`config.mk`:
```
export PLATFORM = sky130hd
export DESIGN_NAME = serial_subtractor
export DESIGN_NICKNAME = d
export VERILOG_FILES = /design/src/rtl/serial_subtractor.sv
export SDC_FILE = /design/constraint.sdc
export NUM_CORES = 1
export LEC_CHECK = 0
export ABC_AREA = 1
export CAP_MARGIN = 20
export CORE_UTILIZATION = 29
export DETAILED_ROUTE_END_ITERATION = 12
export GPL_TIMING_DRIVEN = 0
export PLACE_DENSITY = 0.51
export SLEW_MARGIN = 40
export SYNTH_ARGS = -nofsm -noshare
export SYNTH_HDL_FRONTEND = slang
export SYNTH_SLANG_ARGS = --single-unit
```
`constraint.sdc`:
```
create_clock -name i_clk -period 3.6 [get_ports i_clk]
set_clock_uncertainty 0.1 [all_clocks]
set_input_delay 0.72 -clock i_clk [delete_from_list [all_inputs] [get_ports i_clk]]
set_output_delay 0.72 -clock i_clk [all_outputs]
set_load 0.01 [all_outputs]
```
`src/rtl/serial_subtractor.sv`:
```
`timescale 1ns/1ps
// -----------------------------------------------------------------------------
// serial_subtractor
//
// Multi-cycle unsigned subtractor: diff = a - b - bin (mod 2^WIDTH), processed
// BITS_PER_CYCLE bits per clock, LSB first, through a registered borrow chain.
// Valid/ready handshake on input and output. FSM: IDLE -> RUN -> DONE -> IDLE.
//
// Optional feature macro: SERIAL_SUBTRACTOR_OVF_EN
//   When defined, adds o_ovf (signed two's-complement overflow of a - b - bin),
//   registered and held alongside o_diff.
//
// Ports:
//   i_clk        rising-edge clock
//   i_rst_n      asynchronous active-low reset
//   i_in_valid   operands and borrow-in are valid
//   o_in_ready   block can accept operands (high only in IDLE)
//   i_a, i_b     minuend / subtrahend (WIDTH bits)
//   i_bin        borrow in
//   o_out_valid  o_diff / o_borrow are valid (DONE)
//   i_out_ready  consumer accepts the result
//   o_diff       a - b - bin, mod 2^WIDTH
//   o_borrow     1 iff a < b + bin (unsigned)
//   o_busy       high in RUN
//   o_ovf        signed overflow (SERIAL_SUBTRACTOR_OVF_EN only)
// -----------------------------------------------------------------------------
module serial_subtractor #(
    parameter int unsigned WIDTH          = 8,
    parameter int unsigned BITS_PER_CYCLE = 1
) (
    input  logic             i_clk,
    input  logic             i_rst_n,
    input  logic             i_in_valid,
    output logic             o_in_ready,
    input  logic [WIDTH-1:0] i_a,
    input  logic [WIDTH-1:0] i_b,
    input  logic             i_bin,
    output logic             o_out_valid,
    input  logic             i_out_ready,
    output logic [WIDTH-1:0] o_diff,
    output logic             o_borrow,
`ifdef SERIAL_SUBTRACTOR_OVF_EN
    output logic             o_ovf,
`endif
    output logic             o_busy
);

    localparam int unsigned STEPS = WIDTH / BITS_PER_CYCLE;
    localparam int unsigned CNT_W = (STEPS > 1) ? $clog2(STEPS) : 1;
    localparam logic [CNT_W-1:0] LAST_STEP = CNT_W'(STEPS - 1);
    localparam int unsigned BPC = BITS_PER_CYCLE;

    typedef enum logic [1:0] {
        StIdle,
        StRun,
        StDone
    } state_e;

    state_e           r_state;
    // r_a doubles as the result register: each step shifts the operand right
    // and inserts the fresh difference chunk at the MSB end, so after STEPS
    // steps it holds the complete result.
    logic [WIDTH-1:0] r_a;
    logic [WIDTH-1:0] r_b;
    logic             r_brw;
    logic [CNT_W-1:0] r_cnt;
    logic [WIDTH-1:0] r_diff;
    logic             r_borrow;
    logic             r_out_valid;
    logic             r_busy;
`ifdef SERIAL_SUBTRACTOR_OVF_EN
    // Operand sign bits are shifted out of r_a/r_b during RUN, so keep copies.
    logic             r_a_msb;
    logic             r_b_msb;
    logic             r_ovf;
`endif

    logic [BPC:0]     w_chunk;
    logic [WIDTH-1:0] w_a_next;
    logic [WIDTH-1:0] w_b_next;

    // Extra MSB of the (BPC+1)-bit difference is the chunk borrow.
    assign w_chunk = {1'b0, r_a[BPC-1:0]} - {1'b0, r_b[BPC-1:0]} - {{BPC{1'b0}}, r_brw};

    generate
        if (WIDTH > BPC) begin : gen_shift
            assign w_a_next = {w_chunk[BPC-1:0], r_a[WIDTH-1:BPC]};
            assign w_b_next = {{BPC{1'b0}}, r_b[WIDTH-1:BPC]};
        end else begin : gen_single
            assign w_a_next = w_chunk[BPC-1:0];
            assign w_b_next = '0;
        end
    endgenerate

    always_ff @(posedge i_clk or negedge i_rst_n) begin
        if (!i_rst_n) begin
            r_state     <= StIdle;
            r_a         <= '0;
            r_b         <= '0;
            r_brw       <= 1'b0;
            r_cnt       <= '0;
            r_diff      <= '0;
            r_borrow    <= 1'b0;
            r_out_valid <= 1'b0;
            r_busy      <= 1'b0;
`ifdef SERIAL_SUBTRACTOR_OVF_EN
            r_a_msb     <= 1'b0;
            r_b_msb     <= 1'b0;
            r_ovf       <= 1'b0;
`endif
        end else begin
            unique case (r_state)
                StIdle: begin
                    if (i_in_valid) begin
                        r_a     <= i_a;
                        r_b     <= i_b;
                        r_brw   <= i_bin;
                        r_cnt   <= '0;
                        r_busy  <= 1'b1;
                        r_state <= StRun;
`ifdef SERIAL_SUBTRACTOR_OVF_EN
                        r_a_msb <= i_a[WIDTH-1];
                        r_b_msb <= i_b[WIDTH-1];
`endif
                    end
                end
                StRun: begin
                    r_a   <= w_a_next;
                    r_b   <= w_b_next;
                    r_brw <= w_chunk[BPC];
                    r_cnt <= r_cnt + CNT_W'(1);
                    if (r_cnt == LAST_STEP) begin
                        r_diff      <= w_a_next;
                        r_borrow    <= w_chunk[BPC];
                        r_out_valid <= 1'b1;
                        r_busy      <= 1'b0;
                        r_state     <= StDone;
`ifdef SERIAL_SUBTRACTOR_OVF_EN
                        r_ovf <= (r_a_msb ^ r_b_msb) & (w_a_next[WIDTH-1] ^ r_a_msb);
`endif
                    end
                end
                StDone: begin
                    if (i_out_ready) begin
                        r_out_valid <= 1'b0;
                        r_state     <= StIdle;
                    end
                end
                default: begin
                    r_state <= StIdle;
                end
            endcase
        end
    end

    assign o_in_ready  = (r_state == StIdle);
    assign o_out_valid = r_out_valid;
    assign o_busy      = r_busy;
    assign o_diff      = r_diff;
    assign o_borrow    = r_borrow;
`ifdef SERIAL_SUBTRACTOR_OVF_EN
    assign o_ovf       = r_ovf;
`endif

endmodule

```
==> results of run 1 <==
-- kinds of logic after synthesis --
kind of cell               Yosys count  synth area share
AOI/OAI and AO/OA                    5           0.02013
adders and majority gates            3           0.02898
buffers and inverters               15           0.05314
DFF                                 33            0.5314
and+or+nand+nor                    141            0.3663
-- path summary, 6_finish.rpt --
path,start,endpoint,slack [ps],depth (start not counted)
worst min-delay path,i_rst_n,o_busy,240,1
max in group asynchronous,i_rst_n,r_cnt[0],2740,2
worst max-delay path,r_state[0],o_in_ready,1030,3
min in group i_clk,o_diff[6],o_diff[6],370,2
worst max register to register,r_cnt[0],r_state[1],1960,6
worst min register to register,o_diff[6],o_diff[6],370,2
-- per-layer routing --
metal  part of all wire  up-vias
li1                   -      698
met1               0.51      645
met2               0.44       22
met3              0.031        6
met4              0.019        0
met5                  0        -
-- power by group --
part / total (W) / internal (W) / leakage [nW] / switching (W)
registers: 0.000633 / 0.000536 / 0.412 / 0.0000968
logic: 0.000761 / 0.000336 / 0.626 / 0.000425
clock network: 0.000358 / 0.000226 / 0.0585 / 0.000133
total: 0.00175 / 0.00110 / 1.10 / 0.000654
-- registers in the layout, summed over array words and instances (netlist names) --
register / cells
o_borrow: 1
o_busy: 1
o_diff: 8
o_out_valid: 1
r_a: 8
r_b: 8
r_brw: 1
r_cnt: 3
r_state: 2
-- cells in the final DEF (no fill, tap or decap) --
cell type / synthesis / routed
sky130_fd_sc_hd__nand2_1: 112 / 112
sky130_fd_sc_hd__dfrtp_1: 33 / 33
sky130_fd_sc_hd__clkdlybuf4s50_1: 0 / 31
sky130_fd_sc_hd__nand3_1: 26 / 26
sky130_fd_sc_hd__buf_2: 6 / 7
sky130_fd_sc_hd__clkbuf_8: 0 / 6
sky130_fd_sc_hd__inv_1: 3 / 3
sky130_fd_sc_hd__buf_4: 3 / 3
sky130_fd_sc_hd__nor2_1: 2 / 2
sky130_fd_sc_hd__inv_2: 2 / 2
sky130_fd_sc_hd__o21ai_1: 2 / 2
sky130_fd_sc_hd__ha_1: 2 / 2
sky130_fd_sc_hd__nand2_4: 1 / 1
sky130_fd_sc_hd__buf_6: 1 / 1
sky130_fd_sc_hd__o21ai_2: 1 / 1
sky130_fd_sc_hd__o31ai_1: 1 / 1
sky130_fd_sc_hd__o21ai_0: 1 / 1
sky130_fd_sc_hd__fa_1: 1 / 1
sky130_fd_sc_hd__bufinv_16: 0 / 1
sky130_fd_sc_hd__clkbuf_1: 0 / 1
sky130_fd_sc_hd__buf_16: 0 / 1
-- per-stage QoR --
step	std cells	hold WS (ps)
floorplan	197	324.4
global placement	299	354.0
detailed placement	300	360.7
CTS	308	243.7
global route	308	257.1
finish	308	238.5
-- layout make-up --
cell class	instances	area (µm²)	area share
buffer	10	63.81	0.03038
timing repair buffer	33	342.8	0.1632
clock buffer	7	86.33	0.04110
multi-input combinational	149	645.6	0.3073
inverter	5	18.77	0.008934
sequential	33	825.8	0.3931
tap	70	87.58	0.04169
clock inverter	1	30.03	0.01429
==> load_flow_metrics.sql, run 1 <==
INSERT INTO impl_metrics (metric_group, metric, value, unit) VALUES
('routing', 'drt.antenna.violating_nets', '0', ''),
('layout', 'areaGrowthSynthToFinish', '35.18', '%'),
('routing', 'drc_violation_count_after_routing', '0', ''),
('cts', 'cts-root-buf', 'sky130_fd_sc_hd__clkbuf_8', ''),
('place', 'io_buffers', '32', ''),
('layout', 'finish.net_count', '261', ''),
('sta', 'min_period', '2568', 'ps'),
('cts', 'cts_hold_buf', '0', ''),
('cts', 'cts_inserted_buffers', '5', ''),
('yosys', 'syn_nets', '221', ''),
('global_routing', 'use_met2', '0.2503', ''),
('yosys', 'synthCells', '197', ''),
('sta', 'totalNegativeSetupSlack', '0', 'ps'),
('critical_path', 'crit_fanout', '10', ''),
('routing', 'route.vias.total', '1371', ''),
('place', 'postPlaceCellArea', '1984', 'µm²'),
('yosys', 'synth-edff-count', '0', ''),
('floorplanning', 'placementRows', '26', ''),
('place', 'dp_hpwl', '2510', 'µm'),
('sta', 'hold_violations', '0', ''),
('global_routing', 'pin_count_of_the_biggest_net_entering_global_routing', '21', ''),
('status', 'result_of_the_run', 'finished clean', ''),
('yosys', 'ys_warn_count', '0', ''),
('floorplanning', 'die_width', '75.20', 'µm'),
('yosys', 'syn_area', '1554', 'µm²'),
('sta', 'tightestPinTransition', '363.3', 'ps'),
('critical_path', 'critical_path.cell_chain', 'buf_4, nor2_1, clkdlybuf4s50_1', ''),
('global_routing', 'grt_overflow_total', '0', ''),
('routing', 'detailedRoute.firstPassIterationCount', '4', ''),
('critical_path', 'worst_ep_required_time', '2780', 'ps'),
('routing', 'mean_number_of_vias_per_cell', '4.451', ''),
('layout', 'antennaDiodeCount', '0', ''),
('yosys', 'yosys.cell_types.count', '16', ''),
('yosys', 'synth_seq_area_share', '0.5314', ''),
('sta', 'setup_viol', '0', ''),
('critical_path', 'critPathMaxStageDelay', '600', 'ps'),
('yosys', 'synth.top_cells.by_count', 'sky130_fd_sc_hd__nand2_1 (112), sky130_fd_sc_hd__dfrtp_1 (33), sky130_fd_sc_hd__nand3_1 (26)', ''),
('cts', 'cts_setup_buffers', '0', ''),
('global_routing', 'globalRouteTotalUtil', '0.1577', ''),
('global_routing', 'top_usage_layer', 'met2', ''),
('critical_path', 'critical_path_buf_inv_count', '2', ''),
('layout', 'drive_gt1_frac', '0.09664', ''),
('cts', 'clock_insertion_delay_worst_skew', '290', 'ps'),
('cts', 'cts_sinks', '33', ''),
('critical_path', 'critPathArrivalTime', '1750', 'ps'),
('sta', 'grt_setup_unrepaired', 'no', ''),
('critical_path', 'crit_slowest_cell', 'sky130_fd_sc_hd__clkdlybuf4s50_1', ''),
('power', 'p_leak', '1.096', 'nW'),
('yosys', 'post_synth.cell_area_avg', '7.888', 'µm²'),
('yosys', 'ys_dominant_reg_cell', 'sky130_fd_sc_hd__dfrtp_1', ''),
('layout', 'final_design_area_no_fill', '2101', 'µm²'),
('cts', 'cts.path.max_buffers', '2', ''),
('sta', 'finalMaxSlewViolations', '0', ''),
('yosys', 'post-synth-top-area-cell', 'sky130_fd_sc_hd__dfrtp_1', ''),
('cts', 'cts-resized-gates', '0', ''),
('routing', 'dr.first_iter.drc_count', '109', ''),
('power', 'p_total', '0.001752', 'W'),
('power', 'power_density', '833.8', 'nW/µm²'),
('floorplanning', 'die_y', '75.20', 'µm'),
('global_routing', 'grt_first_pass_wirelength', '6444', 'µm'),
('cts', 'cts_max_level', '2', ''),
('floorplanning', 'core_area', '5140', 'µm²'),
('layout', 'num-fill-cells', '559', ''),
('worst_hold_path', 'hold_path.class', 'in -> async', ''),
('global_routing', 'grt_util_met3', '0.03614', ''),
('sta', 'min_period_over_period', '0.7134', ''),
('yosys', 'biggest_area_contributors_in_the_synthesized_netlist', 'sky130_fd_sc_hd__dfrtp_1 (53%), sky130_fd_sc_hd__nand2_1 (27%), sky130_fd_sc_hd__nand3_1 (8.4%)', ''),
('sta', 'post-route-worst-setup-slack', '1032', 'ps'),
('run', 'max_cap_violations', '0', ''),
('global_routing', 'grt_use_met1', '0.2072', ''),
('yosys', 'synth_seq_cells', '33', '');
(Power assumes the default switching activity.)
==> run 2, diff against run 1 <==
Settings changed: PLACE_DENSITY 0.51 to 0.53.
Clock period 3.6 ns to 2.2 ns, I/O delays scaled along.
==> run 2 against run 1 <==
Compared with the run above:
- the run now ends with negative hold slack left
- power increased by 65%
- cell count unchanged
- hold slack got worse by 240 ps
- sequential share of layout area about the same
- sequential cell count unchanged
- largest cell class unchanged
==> load_flow_metrics.sql, run 2 (same netlist as run 1, synthesis figures left out) <==
INSERT INTO impl_metrics (metric_group, metric, value, unit) VALUES
('status', 'result_of_the_run', 'complete, but fails checks', ''),
('status', 'violations', 'negative hold slack', ''),
('floorplanning', 'placementRows', '26', ''),
('layout', 'finish.net_count', '261', ''),
('run', 'max_cap_violations', '0', ''),
('sta', 'grt_setup_unrepaired', 'no', ''),
('layout', 'antennaDiodeCount', '0', ''),
('power', 'combPwrFrac', '0.436', ''),
('floorplanning', 'die_width', '75.20', 'µm'),
('place', 'placedCellCount', '300', ''),
('critical_path', 'setup.worst_path.start_class', 'flop', ''),
('global_routing', 'pin_count_of_the_biggest_net_entering_global_routing', '18', ''),
('sta', 'min_period', '1779', 'ps'),
('cts', 'cts_inserted_buffers', '5', ''),
('power', 'net-switching-power', '0.001088', 'W'),
('cts', 'cts-resized-gates', '0', ''),
('critical_path', 'end_kind', 'output port', ''),
('critical_path', 'crit_fanout', '10', ''),
('cts', 'cts_hold_buf', '0', ''),
('cts', 'cts_max_level', '2', ''),
('layout', 'drive_gt1_frac', '0.09664', ''),
('global_routing', 'globalRouteTotalUtil', '0.1500', ''),
('sta', 'finalMaxSlewViolations', '0', ''),
('cts', 'clock_insertion_delay_worst_skew', '280', 'ps'),
('power', 'power.internal', '0.001798', 'W'),
('cts', 'cts.clk_slew.worst_paths', '70', 'ps'),
('power', 'power.switching_fraction', '0.3770', ''),
('cts', 'cts.path.max_buffers', '2', ''),
('routing', 'dr.first_iter.drc_count', '97', ''),
('worst_hold_path', 'hold_path.class', 'in -> async', ''),
('sta', 'tightestPinTransition', '439.9', 'ps'),
('cts', 'cts_setup_buffers', '0', ''),
('routing', 'detailedRoute.firstPassIterationCount', '4', ''),
('sta', 'min_period_over_period', '0.8086', ''),
('floorplanning', 'core_area', '5140', 'µm²'),
('cts', 'cts-root-buf', 'sky130_fd_sc_hd__clkbuf_8', ''),
('power', 'power_density', '1372', 'nW/µm²'),
('place', 'routabilityCongestion', '0.7249', ''),
('layout', 'fin_cells', '308', ''),
('power', 'p_total', '0.002886', 'W'),
('routing', 'drc_violation_count_after_routing', '0', ''),
('routing', 'average_wire_per_standard_cell', '12.07', 'µm'),
('place', 'dp_hpwl', '2541', 'µm'),
('sta', 'achievable_clock_frequency', '562.2', 'MHz'),
('critical_path', 'worst_ep_required_time', '1660', 'ps'),
('critical_path', 'criticalPathCategory', 'reg -> out', ''),
('sta', 'timing.hold.ws', '-5.364', 'ps'),
('routing', 'drt-total-wl', '3717', 'µm'),
('layout', 'layout_common_cells', 'sky130_fd_sc_hd__nand2_1 (112), sky130_fd_sc_hd__dfrtp_1 (33), sky130_fd_sc_hd__clkdlybuf4s50_1 (30)', ''),
('routing', 'mean_number_of_vias_per_cell', '4.412', ''),
('critical_path', 'critPathArrivalTime', '1240', 'ps'),
('global_routing', 'antenna_found_initial', '0', ''),
('layout', 'areaGrowthSynthToFinish', '35.35', '%'),
('cts', 'cts_sinks', '33', ''),
('place', 'io_buffers', '32', ''),
('floorplanning', 'initial_core_utilization', '0.3023', ''),
('power', 'pwr-share-clk', '0.203', ''),
('floorplanning', 'top_level_ports', '33', ''),
('power', 'p_leak', '1.109', 'nW'),
('global_routing', 'grt_first_pass_wirelength', '6182', 'µm'),
('power', 'vdd.ir_drop.worst', '0.4586', 'mV'),
('global_routing', 'first_global_vias', '1313', ''),
('power', 'sequentialPowerShare', '0.360', ''),
('floorplanning', 'fp.dieArea', '5655', 'µm²'),
('cts', 'tritoncts', 'done', ''),
('global_routing', 'grt_overflow_total', '0', ''),
('sta', 'setup_viol', '0', ''),
('floorplanning', 'die_y', '75.20', 'µm'),
('sta', 'relSlewSlack', '0.7067', ''),
('routing', 'drt.antenna.violating_nets', '0', ''),
('sta', 'hold_violations', '16', ''),
('routing', 'route.vias.total', '1359', ''),
('layout', 'final_common_cell', 'sky130_fd_sc_hd__nand2_1', ''),
('layout', 'num-fill-cells', '565', '');
-- run 2: cell types whose count changed in the layout (fill, tap and decap cells not counted), sizes merged --
cell,before,now
clkdlybuf4s50,31,30
dlymetal6s2s,0,1
-- run 2: metal layers --
layer,routed length (µm),global-route usage,up-vias,part of all wire
met2,1692,0.2322,28,0.46
met5,0,0,-,0
met4,39,0.05144,0,0.010
met1,1821,0.2013,633,0.49
li1,-,-,693,-
met3,163,0.04418,5,0.044
-- run 2: layout make-up --
type | instances | area [µm²] | share of cell area
repair buffers | 33 | 345.3 | 0.1642
multi-input cells | 149 | 645.6 | 0.3070
clock inverters | 1 | 30.03 | 0.01428
inverters | 5 | 18.77 | 0.008923
well taps | 70 | 87.58 | 0.04164
clock buffers | 7 | 86.33 | 0.04105
plain buffers | 10 | 63.81 | 0.03034
flip-flops and latches | 33 | 825.8 | 0.3926
-- run 2: per-stage QoR --
step / TNS, ps / setup slack, ps / util / area [µm²]
global route: 0 / 310.8 / 0.4092 / 2103
global placement: -6009 / -183.6 / 0.3817 / 1962
detailed placement: 0 / 329.7 / 0.3861 / 1984
CTS: 0 / 9.677 / 0.4087 / 2101
finish: 0 / 421.2 / 0.4092 / 2103
floorplan: 0 / 728.9 / - / 1554
-- run 2: worst max-delay path, stage by stage, from the launching register on --
cell	delay, ps
sky130_fd_sc_hd__dfrtp_1	400
sky130_fd_sc_hd__buf_4	190
sky130_fd_sc_hd__nor2_1	180
sky130_fd_sc_hd__dlymetal6s2s_1	190
-- run 2: power by group through the flow --
stage	sequential, W	combinational, W	clock [W]
2_1_floorplan	0.00106	0.000793	0
3_3_place_gp	0.00104	0.00126	0
3_5_place_dp	0.00105	0.00127	0
4_1_cts	0.00104	0.00128	0.000607
5_1_grt	0.00108	0.00144	0.000630
6_report	0.00104	0.00126	0.000587
-- run 2: worst paths after layout --
kind | from | end | slack, ps | depth (start not counted)
min | i_rst_n | o_diff[3] | -5 | 1
max | r_state[0] | o_in_ready | 420 | 3
max in group asynchronous | i_rst_n | r_b[6] | 1570 | 2
min reg2reg | o_diff[5] | o_diff[5] | 370 | 2
min in group i_clk | o_diff[5] | o_diff[5] | 370 | 2
max reg2reg | r_cnt[0] | r_state[1] | 520 | 6
==> run 3, diff against run 2 <==
Settings changed: PLACE_DENSITY 0.53 to 0.51.
Clock period 2.2 ns to 1.8 ns, I/O delays scaled along.
==> run 3 against run 2 <==
Compared with the run above:
- the run now ends clean
- hold slack improved by 380 ps
- via count grew 0.44%
- critical endpoint unchanged
- global-route usage rose by 0.86 points
- sequential power grew 22%
- final area up 0.48%
- combinational power grew 21%
- critical path type unchanged
- worst setup slack got worse by 290 ps
- register-to-register slack got worse by 360 ps
- sequential cell count stayed put
- wire length fell by 3.6%
==> load_flow_metrics.sql, run 3 (same netlist as run 1, synthesis figures left out) <==
INSERT INTO impl_metrics (metric_group, metric, value, unit) VALUES
('status', 'result_of_the_run', 'finished clean', ''),
('cts', 'clock_insertion_delay_worst_skew', '290', 'ps'),
('layout', 'antennaDiodeCount', '0', ''),
('floorplanning', 'fp.dieArea', '5655', 'µm²'),
('sta', 'totalNegativeSetupSlack', '0', 'ps'),
('floorplanning', 'initial_core_utilization', '0.3023', ''),
('layout', 'drive_gt1_frac', '0.1046', ''),
('global_routing', 'globalRouteTotalUtil', '0.1586', ''),
('critical_path', 'end_kind', 'output port', ''),
('routing', 'route.vias.total', '1365', ''),
('routing', 'drt-total-wl', '3584', 'µm'),
('sta', 'tightestPinTransition', '365.4', 'ps'),
('cts', 'tritoncts', 'done', ''),
('routing', 'detailedRoute.firstPassIterationCount', '4', ''),
('routing', 'drc_violation_count_after_routing', '0', ''),
('routing', 'average_wire_per_standard_cell', '11.60', 'µm'),
('critical_path', 'cp-endpoint', 'o_in_ready', ''),
('critical_path', 'criticalPathCategory', 'reg -> out', ''),
('power', 'power_density', '1661', 'nW/µm²'),
('cts', 'cts_sinks', '33', ''),
('sta', 'min_period', '1668', 'ps'),
('floorplanning', 'top_level_ports', '33', ''),
('layout', 'layout_common_cells', 'sky130_fd_sc_hd__nand2_1 (112), sky130_fd_sc_hd__dfrtp_1 (33), sky130_fd_sc_hd__clkdlybuf4s50_1 (30)', ''),
('critical_path', 'setup.worst_path.start_class', 'flop', ''),
('critical_path', 'ff2ff_setup_slack', '160', 'ps'),
('power', 'power.internal', '0.002193', 'W'),
('critical_path', 'reg2regPathDepth', '6', ''),
('global_routing', 'grt_overflow_total', '0', ''),
('place', 'placedCellCount', '300', ''),
('place', 'io_buffers', '32', ''),
('critical_path', 'crit_path_start', 'r_state[0]', ''),
('sta', 'setup_viol', '0', ''),
('run', 'max_cap_violations', '0', ''),
('floorplanning', 'die_y', '75.20', 'µm'),
('critical_path', 'worst_ep_required_time', '1340', 'ps'),
('global_routing', 'pin_count_of_the_biggest_net_entering_global_routing', '21', ''),
('worst_hold_path', 'hold_path.class', 'reg -> reg', ''),
('layout', 'finish.net_count', '262', ''),
('power', 'net-switching-power', '0.001317', 'W'),
('routing', 'dr.first_iter.drc_count', '113', ''),
('power', 'sequentialPowerShare', '0.361', ''),
('sta', 'grt_setup_unrepaired', 'no', ''),
('floorplanning', 'die_width', '75.20', 'µm'),
('worst_hold_path', 'timing.hold.worst_path_depth', '2', ''),
('place', 'dp_hpwl', '2510', 'µm'),
('critical_path', 'crit_fanout', '10', ''),
('critical_path', 'critPathArrivalTime', '1210', 'ps'),
('global_routing', 'grt_first_pass_wirelength', '6472', 'µm'),
('cts', 'cts_max_level', '2', ''),
('cts', 'cts-root-buf', 'sky130_fd_sc_hd__clkbuf_8', ''),
('sta', 'min_period_over_period', '0.9269', ''),
('power', 'combPwrFrac', '0.435', ''),
('power', 'vdd.ir_drop.worst', '0.5954', 'mV'),
('floorplanning', 'placementRows', '26', ''),
('cts', 'cts_inserted_buffers', '5', ''),
('critical_path', 'timing.rr.start', 'r_cnt[0]', ''),
('sta', 'finalMaxSlewViolations', '0', ''),
('sta', 'hold_violations', '0', ''),
('layout', 'areaGrowthSynthToFinish', '35.99', '%'),
('cts', 'cts.clk_slew.worst_paths', '70', 'ps'),
('layout', 'num-fill-cells', '558', ''),
('global_routing', 'antenna_found_initial', '0', ''),
('floorplanning', 'core_area', '5140', 'µm²'),
('critical_path', 'r2r-end', 'r_state[1]', ''),
('power', 'p_total', '0.003510', 'W'),
('global_routing', 'first_global_vias', '1354', ''),
('worst_hold_path', 'timing.hold.worst.start', 'o_diff[6]', ''),
('power', 'power.switching_fraction', '0.3753', ''),
('layout', 'final_common_cell', 'sky130_fd_sc_hd__nand2_1', ''),
('place', 'routabilityCongestion', '0.7143', ''),
('routing', 'mean_number_of_vias_per_cell', '4.417', ''),
('power', 'p_leak', '1.101', 'nW'),
('cts', 'cts.path.max_buffers', '2', ''),
('layout', 'fin_cells', '309', ''),
('sta', 'achievable_clock_frequency', '599.4', 'MHz'),
('sta', 'relSlewSlack', '0.7564', ''),
('power', 'pwr-share-clk', '0.204', ''),
('routing', 'drt.antenna.violating_nets', '0', '');
-- run 3: changes by cell type in the layout (fill, tap and decap cells not counted), sizes merged --
cell | previous run | this run
clkbuf | 7 | 8
dlygate4sd3 | 0 | 1
dlymetal6s2s | 1 | 0
-- run 3: power groups by stage --
stage          sequential [W]  combinational, W  clock, W
2_1_floorplan         0.00129          0.000969         0
3_3_place_gp          0.00128           0.00152         0
3_5_place_dp          0.00128           0.00154         0
4_1_cts               0.00127           0.00156  0.000743
5_1_grt               0.00132           0.00181  0.000776
6_report              0.00127           0.00153  0.000717
-- run 3: stage by stage --
step	hold WS [ps]	cell area, µm²	utilization	worst slack, ps
detailed placement	196.6	1984	0.3861	-68.76
finish	370.1	2113	0.4111	131.5
global route	398.8	2113	0.4111	17.26
global placement	354.0	1962	0.3817	-463.3
floorplan	-35.59	1554	-	328.9
CTS	378.1	2117	0.4119	2.409
-- run 3: worst min-delay path by stage --
stage,end,slack [ps]
floorplan,o_borrow,-40
global placement,o_out_valid,350
detailed placement,r_b[4],200
CTS,o_out_valid,380
global route,r_b[5],400
finish,o_diff[6],370
-- run 3: area by class of cell --
type / instances / area, µm² / area share
buffer: 10 / 63.81 / 0.03020
clock inverter: 1 / 30.03 / 0.01421
clock buffer: 7 / 86.33 / 0.04085
tap: 70 / 87.58 / 0.04144
inverter: 5 / 18.77 / 0.008881
sequential: 33 / 825.8 / 0.3908
multi-input combinational: 149 / 653.1 / 0.3091
timing repair buffer: 34 / 347.8 / 0.1646
-- run 3: timing repair --
| action | CTS | global route |
|---|---|---|
| hold endpoints to repair | 13 | 0 |
| hold buffers | 1 | 0 |
| setup endpoints to repair | 1 | 1 |
| resized for setup | 3 | 2 |
| setup buffers | 0 | 0 |
-- run 3: per-layer routing --
layer	routed length, µm	global-route usage	vias up
li1	-	-	701
met3	102	0.03614	6
met2	1552	0.2482	20
met4	70	0.06790	0
met1	1859	0.2114	638
met5	0	0	-
-- run 3: critical path: stages, from the launching register on --
cell                       delay [ps]
sky130_fd_sc_hd__dfrtp_1          410
sky130_fd_sc_hd__buf_4            200
sky130_fd_sc_hd__nor2_4           150
sky130_fd_sc_hd__clkbuf_2         150
